**src/rtl/fifo_stream_out.sv**
```systemverilog
// Read-side stage after a show-ahead FIFO: pops words into a 2-entry skid buffer and frames them as packets.
// Optional FIFO_RD_STATS_EN builds a saturating completed-packet counter on pkt_cnt_o.
module fifo_stream_out #(
    parameter int unsigned DWIDTH  = 8,
    parameter int unsigned AWIDTH  = 4,
    parameter int unsigned PKT_LEN = 16
) (
    input  logic              clk_i,
    input  logic              arst_n_i,
    input  logic              fifo_empty_i,
    input  logic [DWIDTH-1:0] fifo_rddata_i,
    output logic              fifo_rd_o,
    output logic [AWIDTH-1:0] fifo_shift_o,
    output logic [DWIDTH-1:0] data_o,
    output logic              valid_o,
    output logic              last_o,
    input  logic              ready_i,
    output logic [15:0]       pkt_cnt_o
);

    localparam int unsigned   BW        = (PKT_LEN > 1) ? $clog2(PKT_LEN) : 1;
    localparam logic [BW-1:0] LAST_BEAT = BW'(PKT_LEN - 1);

    typedef enum logic [1:0] {
        ST_EMPTY,
        ST_ONE,
        ST_TWO
    } state_t;

    state_t            state_q, state_d;
    logic [DWIDTH-1:0] out_q, skid_q;
    logic [BW-1:0]     beat_q;
    logic              run_q;
    logic              pop, accept;
    logic              out_ld, skid_ld, skid_to_out;

    // The FIFO may still sit in its own synchronous reset for the first cycle after release.
    assign pop          = run_q & ~fifo_empty_i & (state_q != ST_TWO);
    assign fifo_rd_o    = pop;
    assign fifo_shift_o = AWIDTH'(1);
    assign valid_o      = (state_q != ST_EMPTY);
    assign accept       = valid_o & ready_i;
    assign data_o       = out_q;
    assign last_o       = valid_o & (beat_q == LAST_BEAT);

    always_comb begin
        state_d     = state_q;
        out_ld      = 1'b0;
        skid_ld     = 1'b0;
        skid_to_out = 1'b0;
        case (state_q)
            ST_EMPTY: begin
                if (pop) begin
                    state_d = ST_ONE;
                    out_ld  = 1'b1;
                end
            end
            ST_ONE: begin
                if (pop && accept) begin
                    out_ld = 1'b1;
                end else if (pop) begin
                    state_d = ST_TWO;
                    skid_ld = 1'b1;
                end else if (accept) begin
                    state_d = ST_EMPTY;
                end
            end
            ST_TWO: begin
                if (accept) begin
                    state_d     = ST_ONE;
                    skid_to_out = 1'b1;
                end
            end
            default: state_d = ST_EMPTY;
        endcase
    end

    always_ff @(posedge clk_i or negedge arst_n_i) begin
        if (!arst_n_i) begin
            state_q <= ST_EMPTY;
            out_q   <= '0;
            skid_q  <= '0;
            beat_q  <= '0;
            run_q   <= 1'b0;
        end else begin
            state_q <= state_d;
            run_q   <= 1'b1;
            if (skid_to_out) begin
                out_q <= skid_q;
            end else if (out_ld) begin
                out_q <= fifo_rddata_i;
            end
            if (skid_ld) begin
                skid_q <= fifo_rddata_i;
            end
            if (accept) begin
                beat_q <= (beat_q == LAST_BEAT) ? '0 : beat_q + BW'(1);
            end
        end
    end

`ifdef FIFO_RD_STATS_EN
    logic [15:0] pkt_cnt_q;

    always_ff @(posedge clk_i or negedge arst_n_i) begin
        if (!arst_n_i) begin
            pkt_cnt_q <= '0;
        end else if (accept && last_o && (pkt_cnt_q != '1)) begin
            pkt_cnt_q <= pkt_cnt_q + 16'd1;
        end
    end

    assign pkt_cnt_o = pkt_cnt_q;
`else
    assign pkt_cnt_o = '0;
`endif

endmodule

```
**config.mk**
```make
export PLATFORM = sky130hd
export DESIGN_NAME = fifo_stream_out
export DESIGN_NICKNAME = d
export VERILOG_FILES = /design/src/rtl/fifo_stream_out.sv
export SDC_FILE = /design/constraint.sdc
export NUM_CORES = 1
export LEC_CHECK = 0
export CAP_MARGIN = 5
export CORE_MARGIN = 3
export CORE_UTILIZATION = 40
export CTS_BUF_LIST = sky130_fd_sc_hd__clkbuf_16
export DETAILED_ROUTE_END_ITERATION = 7
export PLACE_DENSITY = 0.76
export SETUP_SLACK_MARGIN = 0.1
export SYNTH_ARGS = -nofsm -noshare
export SYNTH_HDL_FRONTEND = slang
export SYNTH_SLANG_ARGS = --single-unit
```
**constraint.sdc**
```tcl
create_clock -name clk_i -period 1.64 [get_ports clk_i]
set_input_delay 0.328 -clock clk_i [delete_from_list [all_inputs] [get_ports clk_i]]
set_output_delay 0.328 -clock clk_i [all_outputs]
set_load 0.03 [all_outputs]
```
======== Word level (Yosys, flattened, before mapping) ========
Index checks and enable logic that the tools add are counted.
storage, ports and cells
  flip-flop bits (word level) ............. 23
  logic and storage cells ................. 40
cells by class
  muxes and demuxes ....................... 16
  equal/unequal tests ..................... 8
  bitwise operators ....................... 5
  add/sub/neg operators ................... 1
  reductions and logical operators ........ 5
operators with widths
  kind                 number
  $mux 8               2
  $mux 2               5
  $ne 2x2->1 const B   4
  $mux 1               6
  $pmux 2 s3           1
  $add 4x1->4 const B  1
  $and 1x1->1          4
  $eq 4x4->1 const B   1
  $mux 4               1
  $reduce_and 4->1     1
  $reduce_bool 2->1    2
  $ne 3x3->1 const B   1
  $eq 2x1->1 const B   1
  $eq 2x2->1 const B   1
  $logic_not 2->1      1
  $pmux 1 s2           1
  $logic_and 1x1->1    1
  $not 1->1            1

======== Logic depth before layout (Yosys ltp) ========
Gate-level depths: netlist of the first run.
  depth in word-level cells ............... 8
  gate-level depth with buffers ........... 4

======== Worst setup path after synthesis of the first run ========
OpenSTA, ideal clock, no wires.
  kind .................................... register -> register
  from .................................... register state_q[1]
  to ...................................... register out_q[0] (netlist: data_o[0])
  data required time ...................... 1.515 ns
  arrival ................................. 1.399 ns
  path slack .............................. 0.116 ns
  stages on the path, launching flop included .. 4
  period minus slack after synthesis ...... 1.524 ns
  cells stage by stage .................... dfrtp_1 or2_4 o211ai_4 mux2_4
on the way
  longest elaborated chain between the ends .. 6
ends and longest elaborated chain
  element                      RTL line  text
  from (decl)                  30        state_t state_q, state_d;
  from (signal assigned)       86        state_q <= state_d;
  $reduce_bool 2->1 (*)        41        assign valid_o = (state_q != ST_EMPTY);
  via valid_o                  15        output logic valid_o,
  $and 1x1->1 (*)              42        assign accept = valid_o & ready_i;
  $logic_and 1x1->1            59        if (pop && accept) begin
  $mux 1                       59
  $pmux 1 s2                   51        case (state_q)
  $reduce_bool 2->1 (no line)  --
  to (signal assigned)         89        out_q <= skid_q;
  to (signal assigned)         91        out_q <= fifo_rddata_i;
  to (decl)                    31        logic [DWIDTH-1:0] out_q, skid_q;
The timed path passes the listed nets; every way through them passes the cells marked *.
A chain may end at the register's enable or synchronous reset.

======== Worst setup path after layout of the first run ========
  from .................................... register state_q[0]
  to ...................................... output last_o
on the way
  longest elaborated chain between the ends .. 2
ends and longest elaborated chain
  element            RTL line  text
  $reduce_bool 2->1  41
  $and 1x1->1        44        assign last_o = valid_o & (beat_q == LAST_BEAT);
  to (decl)          16        output logic last_o,
No other way between the ends.

==> results of run 1 <==
through the flow:
stage | cell area [sq um] | utilization, %
2_1_floorplan | 1364 | -
3_3_place_gp | 1513 | 49.15
3_5_place_dp | 1513 | 49.15
4_1_cts | 1604 | 52.11
5_1_grt | 1662 | 53.98
6_report | 1662 | 53.98
registers in the layout, indices dropped and copies added, names as in the netlist:
name / count
beat_q: 4
data_o: 8
run_q: 1
state_q: 2
skid_q: 8
layer usage:
layer | track usage, % | vias up | wire [microns]
met5 | 0 | - | 0
met4 | 3.306 | 0 | 27
met3 | 3.597 | 6 | 113
met2 | 20.64 | 24 | 1170
met1 | 13.72 | 403 | 903
li1 | - | 383 | -
cell type report:
cell class	instances	share of cell area, %
multi-input cells	76	39.53
flip-flops and latches	23	34.71
repair buffers	32	17.39
clock buffers	3	4.518
well taps	44	3.313
clock inverters	1	0.3012
inverters	1	0.2259
kinds of logic after synthesis:
| kind of cell | Yosys count |
|---|---|
| simple gates | 19 |
| xor+xnor | 1 |
| mux | 25 |
| fa+ha+maj | 1 |
| flops | 23 |
| buf+inv | 23 |
| compound gates | 9 |
| other cells | 2 |
synth_stat cells, drive strengths merged, types with 2 or more instances:
cell type | instances | area, sq um
nand2 | 6 | 22.52
mux2 | 25 | 341.6
buf | 22 | 166.4
a21oi | 2 | 10.01
nor2b | 2 | 12.51
o21ai | 3 | 15.01
o211ai | 2 | 28.78
conb | 2 | 7.510
nand2b | 3 | 18.77
nor2 | 2 | 7.510
dfrtp | 23 | 575.6
worst register-to-register path, stage by stage, from the launching register on:
cell and delay (ns):
sky130_fd_sc_hd__dfrtp_1 0.38, sky130_fd_sc_hd__buf_4 0.16, sky130_fd_sc_hd__nand3b_1 0.09, sky130_fd_sc_hd__buf_6 0.18, sky130_fd_sc_hd__mux2_4 0.32, sky130_fd_sc_hd__mux2_4 0.25
final timing paths:
kind / startpoint / slack [ns] / endpoint / depth (start not counted)
min reg2reg: skid_q[5] / 0.50 / skid_q[5] / 1
min in group clk_i: skid_q[5] / 0.50 / skid_q[5] / 1
max reg2reg: state_q[1] / 0.15 / data_o[1] / 5
max: state_q[0] / 0.09 / last_o / 3
max in group asynchronous: arst_n_i / 0.97 / run_q / 2
min: arst_n_i / 0.43 / data_o[4] / 2
power by group:
part | switching, uW | internal (uW) | leakage, uW | total [uW]
clock network | 189 | 327 | 0.0000409 | 516
logic | 420 | 392 | 0.000478 | 812
registers | 124 | 765 | 0.000277 | 889
what timing repair did:
item,CTS,global route
endpoints found under the setup margin,19,19
cloned,0,0
pin swaps,1,2
gates resized for setup,13,8
setup buffers,2,2
==> metrics.txt, run 1 <==
# TYPE chip_impl_metric gauge
chip_impl_info{name="status",value="complete, no violations"} 1
chip_impl_info{name="worst_hold_path_type",value="in2async"} 1
chip_impl_metric{name="synthesis.instances",unit=""} 103
chip_impl_info{name="clk_root_buffer_cell",value="sky130_fd_sc_hd__clkbuf_16"} 1
chip_impl_metric{name="clkSinkCount",unit=""} 23
chip_impl_info{name="end_kind",value="output pin"} 1
chip_impl_metric{name="io_pins",unit=""} 43
chip_impl_metric{name="worst_ir_drop_vdd",unit="mV"} 0.8062
chip_impl_metric{name="clock_path_buffers",unit=""} 2
chip_impl_metric{name="grt_antenna_before_repair",unit=""} 0
chip_impl_info{name="commonest_non_fill_non_tap_cell_in_the_layout",value="sky130_fd_sc_hd__dfrtp_1"} 1
chip_impl_metric{name="rows",unit=""} 20
chip_impl_metric{name="synth_fa_ha_area_share",unit="%"} 0.9681
chip_impl_metric{name="first_pass_iters",unit=""} 4
chip_impl_metric{name="vertical_die_dimension",unit="microns"} 62.85
chip_impl_info{name="combinational_family_with_the_most_area_after_synthesis",value="multiplexers"} 1
chip_impl_metric{name="synth_edf_count",unit=""} 0
chip_impl_metric{name="post_route_clock_skew",unit="ns"} 0.001835
chip_impl_metric{name="stdcell_count",unit=""} 180
chip_impl_info{name="cts_tree",value="yes"} 1
chip_impl_metric{name="die_w",unit="microns"} 62.85
chip_impl_metric{name="netlist_area",unit="sq um"} 1292
chip_impl_metric{name="leakagePower",unit="uW"} 0.0007960
chip_impl_metric{name="synth_simple_gate_area_share",unit="%"} 8.325
chip_impl_info{name="postSynth.topFlopCell",value="sky130_fd_sc_hd__dfrtp_1"} 1
chip_impl_metric{name="yosys.cell_types.count",unit=""} 27
chip_impl_metric{name="avgViaCountPerCell",unit=""} 4.533
chip_impl_info{name="most_frequent_cells_in_the_layout",value="sky130_fd_sc_hd__dfrtp_1, sky130_fd_sc_hd__conb_1, sky130_fd_sc_hd__mux2_4"} 1
chip_impl_metric{name="sequential_cell_area",unit="sq um"} 576.8
chip_impl_metric{name="core-area",unit="sq um"} 3078
chip_impl_metric{name="dr.first_iter.drc_count",unit=""} 19
chip_impl_metric{name="cts-buffers-inserted",unit=""} 3
chip_impl_metric{name="grt_pass1_wl",unit="microns"} 3677
chip_impl_info{name="critical_path.cell_chain",value="or2_4 -> nor2b_1 -> buf_4"} 1
chip_impl_metric{name="muxShareOfSynthArea",unit="%"} 26.43
chip_impl_metric{name="detail-route-antenna-nets",unit=""} 0
chip_impl_metric{name="dp_hpwl",unit="microns"} 1569
chip_impl_metric{name="multiInputGateArea",unit="sq um"} 656.9
chip_impl_metric{name="area.growth.synth_to_final",unit="%"} 28.56
chip_impl_metric{name="cp.buffers_inverters",unit=""} 1
chip_impl_info{name="timing_worst_setup_path_type",value="reg2out"} 1
chip_impl_metric{name="detailroute.via_count",unit=""} 816
chip_impl_metric{name="place_congestion",unit=""} 0.8183
chip_impl_metric{name="report.power.total",unit="uW"} 2217
chip_impl_metric{name="power.density_cell_area",unit="nW/um^2"} 1335
chip_impl_metric{name="synth_area_per_cell",unit="sq um"} 12.55
chip_impl_metric{name="ctsHtreeMaxLevel",unit=""} 1
chip_impl_metric{name="critical_path_required",unit="ns"} 1.31
chip_impl_metric{name="post_drt_wl_per_cell",unit="microns"} 12.31
chip_impl_metric{name="async_set_or_reset_register_ratio_after_synthesis",unit="%"} 100.0
chip_impl_metric{name="cp_slowest_stage_delay",unit="ns"} 0.40
chip_impl_metric{name="hold_slack",unit="ns"} 0.4266
chip_impl_info{name="cp_delay_by_family_top",value="flip-flops"} 1
chip_impl_metric{name="synth-seq-cells",unit=""} 23
chip_impl_metric{name="die-area",unit="sq um"} 3949
chip_impl_metric{name="pin_count_of_the_biggest_net_entering_global_routing",unit=""} 24
chip_impl_metric{name="layout.filler_cells",unit=""} 285
chip_impl_metric{name="maxCapViolations",unit=""} 0
chip_impl_metric{name="crit_fanout",unit=""} 4
chip_impl_metric{name="io_buffers",unit=""} 22
chip_impl_metric{name="worst-endpoint-arrival",unit="ns"} 1.22
chip_impl_info{name="startpoint_type",value="flop"} 1
chip_impl_metric{name="cts-hold-fix-buffers",unit=""} 0
chip_impl_info{name="grt_setup_unrepaired",value="true"} 1
chip_impl_metric{name="layout_setup_ws",unit="ns"} 0.09479
chip_impl_metric{name="synth-compound-area-share",unit="%"} 5.324
chip_impl_metric{name="report.final.setup_viol",unit=""} 0
chip_impl_metric{name="fin_nets",unit=""} 150
chip_impl_metric{name="timing.setup.tns",unit="ns"} 0
chip_impl_metric{name="dpl_worst_slack",unit="ns"} -0.2240
chip_impl_metric{name="final-max-slew-violation-count",unit=""} 0
chip_impl_metric{name="layout-drive-gt1-share",unit="%"} 33.82
chip_impl_metric{name="grt_util_all_layers",unit="%"} 11.74
chip_impl_metric{name="number_of_global_route_vias_before_repair",unit=""} 837
chip_impl_metric{name="cts.clk_slew.worst_paths",unit="ns"} 0.06
chip_impl_metric{name="route.final.wire_length",unit="microns"} 2215
chip_impl_metric{name="route.detailed.drc",unit=""} 0
chip_impl_metric{name="period_share",unit="%"} 94.22
chip_impl_metric{name="timing_hold_violations_final",unit=""} 0
chip_impl_metric{name="dpl.cell_count",unit=""} 172
chip_impl_metric{name="clock_insertion_delay_worst_skew",unit="ns"} 0.25
chip_impl_metric{name="clock_period_minus_final_worst_setup_slack",unit="ns"} 1.545
chip_impl_metric{name="synth.yosys.seq_area_share",unit="%"} 44.53
chip_impl_metric{name="insertedDiodeCount",unit=""} 0
chip_impl_metric{name="grt-ovfl-total",unit=""} 0
chip_impl_metric{name="synthXorXnorAreaFrac",unit="%"} 0.6776
chip_impl_metric{name="fmaxAchievable",unit="MHz"} 647.2
chip_impl_metric{name="synth-warning-count",unit=""} 0
chip_impl_info{name="crit_path_top_delay_cell",value="sky130_fd_sc_hd__dfrtp_1"} 1
chip_impl_metric{name="initial_utilization",unit="%"} 41.99
Power figures use the tool's default switching activity.
==> inputs of run 2 (changes only) <==
- CTS_CLUSTER_SIZE: default -> 10
==> results of run 2 <==
Same layout as run 1: the final DEF is identical, and so are final timing and power.
==> inputs of run 3 (changes only) <==
- CORE_MARGIN: 3 -> default
==> run 3 against run 2 <==
Effect of this change: core utilization increased by 1.5 points; combinational power increased by 2.8%; total power rose by 1.6%; clock skew about the same; hold slack worse by 0.0039 ns; worst setup slack lost 0.0090 ns; non-clock buffer count grew 4; flip-flop and latch count unchanged; wire length is 5.9% higher; critical endpoint is now data_o[3].
==> metrics.txt, run 3 (synthesis gave the netlist of run 1 again) <==
# TYPE chip_impl_metric gauge
chip_impl_metric{name="sequential_cell_area",unit="sq um"} 575.6
chip_impl_metric{name="die-area",unit="sq um"} 3463
chip_impl_info{name="startpoint_type",value="flop"} 1
chip_impl_metric{name="detail-route-antenna-nets",unit=""} 0
chip_impl_metric{name="route.layer.met1.wl",unit="microns"} 925
chip_impl_metric{name="cts.clk_slew.worst_paths",unit="ns"} 0.06
chip_impl_metric{name="place_congestion",unit=""} 0.7376
chip_impl_info{name="end_kind",value="flop"} 1
chip_impl_metric{name="pin_count_of_the_biggest_net_entering_global_routing",unit=""} 24
chip_impl_metric{name="dp_hpwl",unit="microns"} 1664
chip_impl_metric{name="ctsHtreeMaxLevel",unit=""} 1
chip_impl_metric{name="timing.setup.tns",unit="ns"} 0
chip_impl_metric{name="route.detailed.drc",unit=""} 0
chip_impl_metric{name="finalInstanceArea",unit="sq um"} 1695
chip_impl_metric{name="io_pins",unit=""} 43
chip_impl_metric{name="timing_hold_violations_final",unit=""} 0
chip_impl_metric{name="grt-ovfl-total",unit=""} 0
chip_impl_metric{name="crit_fanout",unit=""} 8
chip_impl_metric{name="die_w",unit="microns"} 58.85
chip_impl_info{name="dr.max_layer_used",value="met4"} 1
chip_impl_info{name="clk_root_buffer_cell",value="sky130_fd_sc_hd__clkbuf_16"} 1
chip_impl_metric{name="grt_pass1_wl",unit="microns"} 3643
chip_impl_metric{name="fmaxAchievable",unit="MHz"} 643.4
chip_impl_metric{name="grt_util_all_layers",unit="%"} 14.86
chip_impl_metric{name="period_share",unit="%"} 94.77
chip_impl_info{name="cts_tree",value="yes"} 1
chip_impl_metric{name="clock_insertion_delay_worst_skew",unit="ns"} 0.25
chip_impl_metric{name="initial_utilization",unit="%"} 42.34
chip_impl_metric{name="maxCapViolations",unit=""} 0
chip_impl_metric{name="insertedDiodeCount",unit=""} 0
chip_impl_metric{name="met2_wirelength",unit="microns"} 1268
chip_impl_metric{name="grt_antenna_before_repair",unit=""} 0
chip_impl_metric{name="cp_slowest_stage_delay",unit="ns"} 0.41
chip_impl_metric{name="clock_path_buffers",unit=""} 2
chip_impl_metric{name="post_drt_wl_per_cell",unit="microns"} 12.75
chip_impl_metric{name="cts-hold-fix-buffers",unit=""} 0
chip_impl_metric{name="layout.filler_cells",unit=""} 269
chip_impl_metric{name="final-max-slew-violation-count",unit=""} 0
chip_impl_metric{name="layout_setup_ws",unit="ns"} 0.08582
chip_impl_info{name="commonest_non_fill_non_tap_cell_in_the_layout",value="sky130_fd_sc_hd__dfrtp_1"} 1
chip_impl_metric{name="dpl_worst_slack",unit="ns"} -0.3195
chip_impl_metric{name="leakagePower",unit="uW"} 0.0008235
chip_impl_metric{name="cts-buffers-inserted",unit=""} 3
chip_impl_metric{name="number_of_global_route_vias_before_repair",unit=""} 787
chip_impl_info{name="timing_worst_setup_path_type",value="reg2reg"} 1
chip_impl_metric{name="vertical_die_dimension",unit="microns"} 58.85
chip_impl_info{name="most_frequent_cells_in_the_layout",value="sky130_fd_sc_hd__dfrtp_1, sky130_fd_sc_hd__conb_1, sky130_fd_sc_hd__mux2_4"} 1
chip_impl_metric{name="io_buffers",unit=""} 22
chip_impl_metric{name="multiInputGateArea",unit="sq um"} 645.6
chip_impl_metric{name="detailroute.via_count",unit=""} 822
chip_impl_metric{name="layout-drive-gt1-share",unit="%"} 35.00
chip_impl_info{name="worst_hold_path_type",value="in2async"} 1
chip_impl_info{name="critical_path.cell_chain",value="or2_4 -> buf_6 -> o211ai_4 -> buf_12 -> mux2_4"} 1
chip_impl_metric{name="detailroute.wirelength.met3",unit="microns"} 94
chip_impl_metric{name="avgViaCountPerCell",unit=""} 4.467
chip_impl_info{name="grt_setup_unrepaired",value="true"} 1
chip_impl_metric{name="area.growth.synth_to_final",unit="%"} 31.17
chip_impl_metric{name="first_pass_iters",unit=""} 3
chip_impl_metric{name="clkSinkCount",unit=""} 23
chip_impl_metric{name="route.final.wire_length",unit="microns"} 2346
chip_impl_metric{name="core-area",unit="sq um"} 3053
chip_impl_info{name="crit_path_top_delay_cell",value="sky130_fd_sc_hd__dfrtp_1"} 1
chip_impl_metric{name="post_route_clock_skew",unit="ns"} 0.001784
chip_impl_metric{name="fin_nets",unit=""} 154
chip_impl_metric{name="worst_ir_drop_vdd",unit="mV"} 0.4477
chip_impl_metric{name="clock_period_minus_final_worst_setup_slack",unit="ns"} 1.554
chip_impl_metric{name="power.density_cell_area",unit="nW/um^2"} 1328
chip_impl_metric{name="placedInstanceArea",unit="sq um"} 1540
chip_impl_metric{name="report.final.setup_viol",unit=""} 0
chip_impl_info{name="status",value="complete, no violations"} 1
chip_impl_metric{name="dr.first_iter.drc_count",unit=""} 13
chip_impl_metric{name="rows",unit=""} 20
chip_impl_metric{name="worst-endpoint-arrival",unit="ns"} 1.69
chip_impl_metric{name="critical_path_required",unit="ns"} 1.78
[run 3: final cells by class]
| type | count | area share (%) |
|---|---|---|
| Multi-Input combinational cell | 76 | 38.08 |
| Sequential cell | 23 | 33.95 |
| Timing Repair Buffer | 36 | 19.78 |
| Clock buffer | 3 | 4.428 |
| Tap cell | 44 | 3.247 |
| Clock inverter | 1 | 0.2952 |
| Inverter | 1 | 0.2214 |
[run 3: layer usage]
| metal | vias to the layer above | track usage [%] |
|---|---|---|
| met5 | - | 0 |
| met4 | 0 | 9.184 |
| met2 | 26 | 25.97 |
| li1 | 388 | - |
| met3 | 4 | 2.857 |
| met1 | 404 | 16.55 |
[run 3: worst paths after layout]
check / startpoint / end / slack (ns) / cells past startpoint
worst max register to register: state_q[0] / data_o[3] / 0.09 / 5
min in group clk_i: skid_q[7] / skid_q[7] / 0.49 / 1
worst max-delay path: state_q[0] / data_o[3] / 0.09 / 5
max in group asynchronous: arst_n_i / skid_q[6] / 0.99 / 2
worst min-delay path: arst_n_i / skid_q[5] / 0.42 / 2
worst min register to register: skid_q[7] / skid_q[7] / 0.49 / 1
[run 3: repair_timing]
| action | in CTS | in global routing |
|---|---|---|
| pin swaps | 3 | 2 |
| resized for setup | 14 | 8 |
| gates cloned | 0 | 0 |
| buffers inserted | 4 | 2 |
| endpoints found under the setup margin | 27 | 11 |
[run 3: stage by stage]
step | utilization (%) | hold WS [ns] | instances | power [uW]
final | 55.53 | 0.4228 | 184 | 2252
after global routing | 55.53 | 0.4561 | 184 | 2382
after CTS | 54.51 | 0.4354 | 182 | 2229
after detailed placement | 50.45 | 0.4811 | 174 | 1688
after global placement | 50.45 | 0.4743 | 174 | 1640
after floorplan | - | 0.03241 | 122 | 1437
[run 3: worst max-delay path: cells and delay by family, from the launching register on]
kind	cells	cell delay (ns)
compound gates	1	0.17
flops	1	0.41
mux	1	0.31
buf+inv	2	0.28
simple gates	1	0.27
[run 3: power breakdown]
| group | switching (uW) | total, uW | internal (uW) |
|---|---|---|---|
| registers | 125 | 890 | 765 |
| clock network | 199 | 527 | 328 |
| logic | 425 | 835 | 410 |
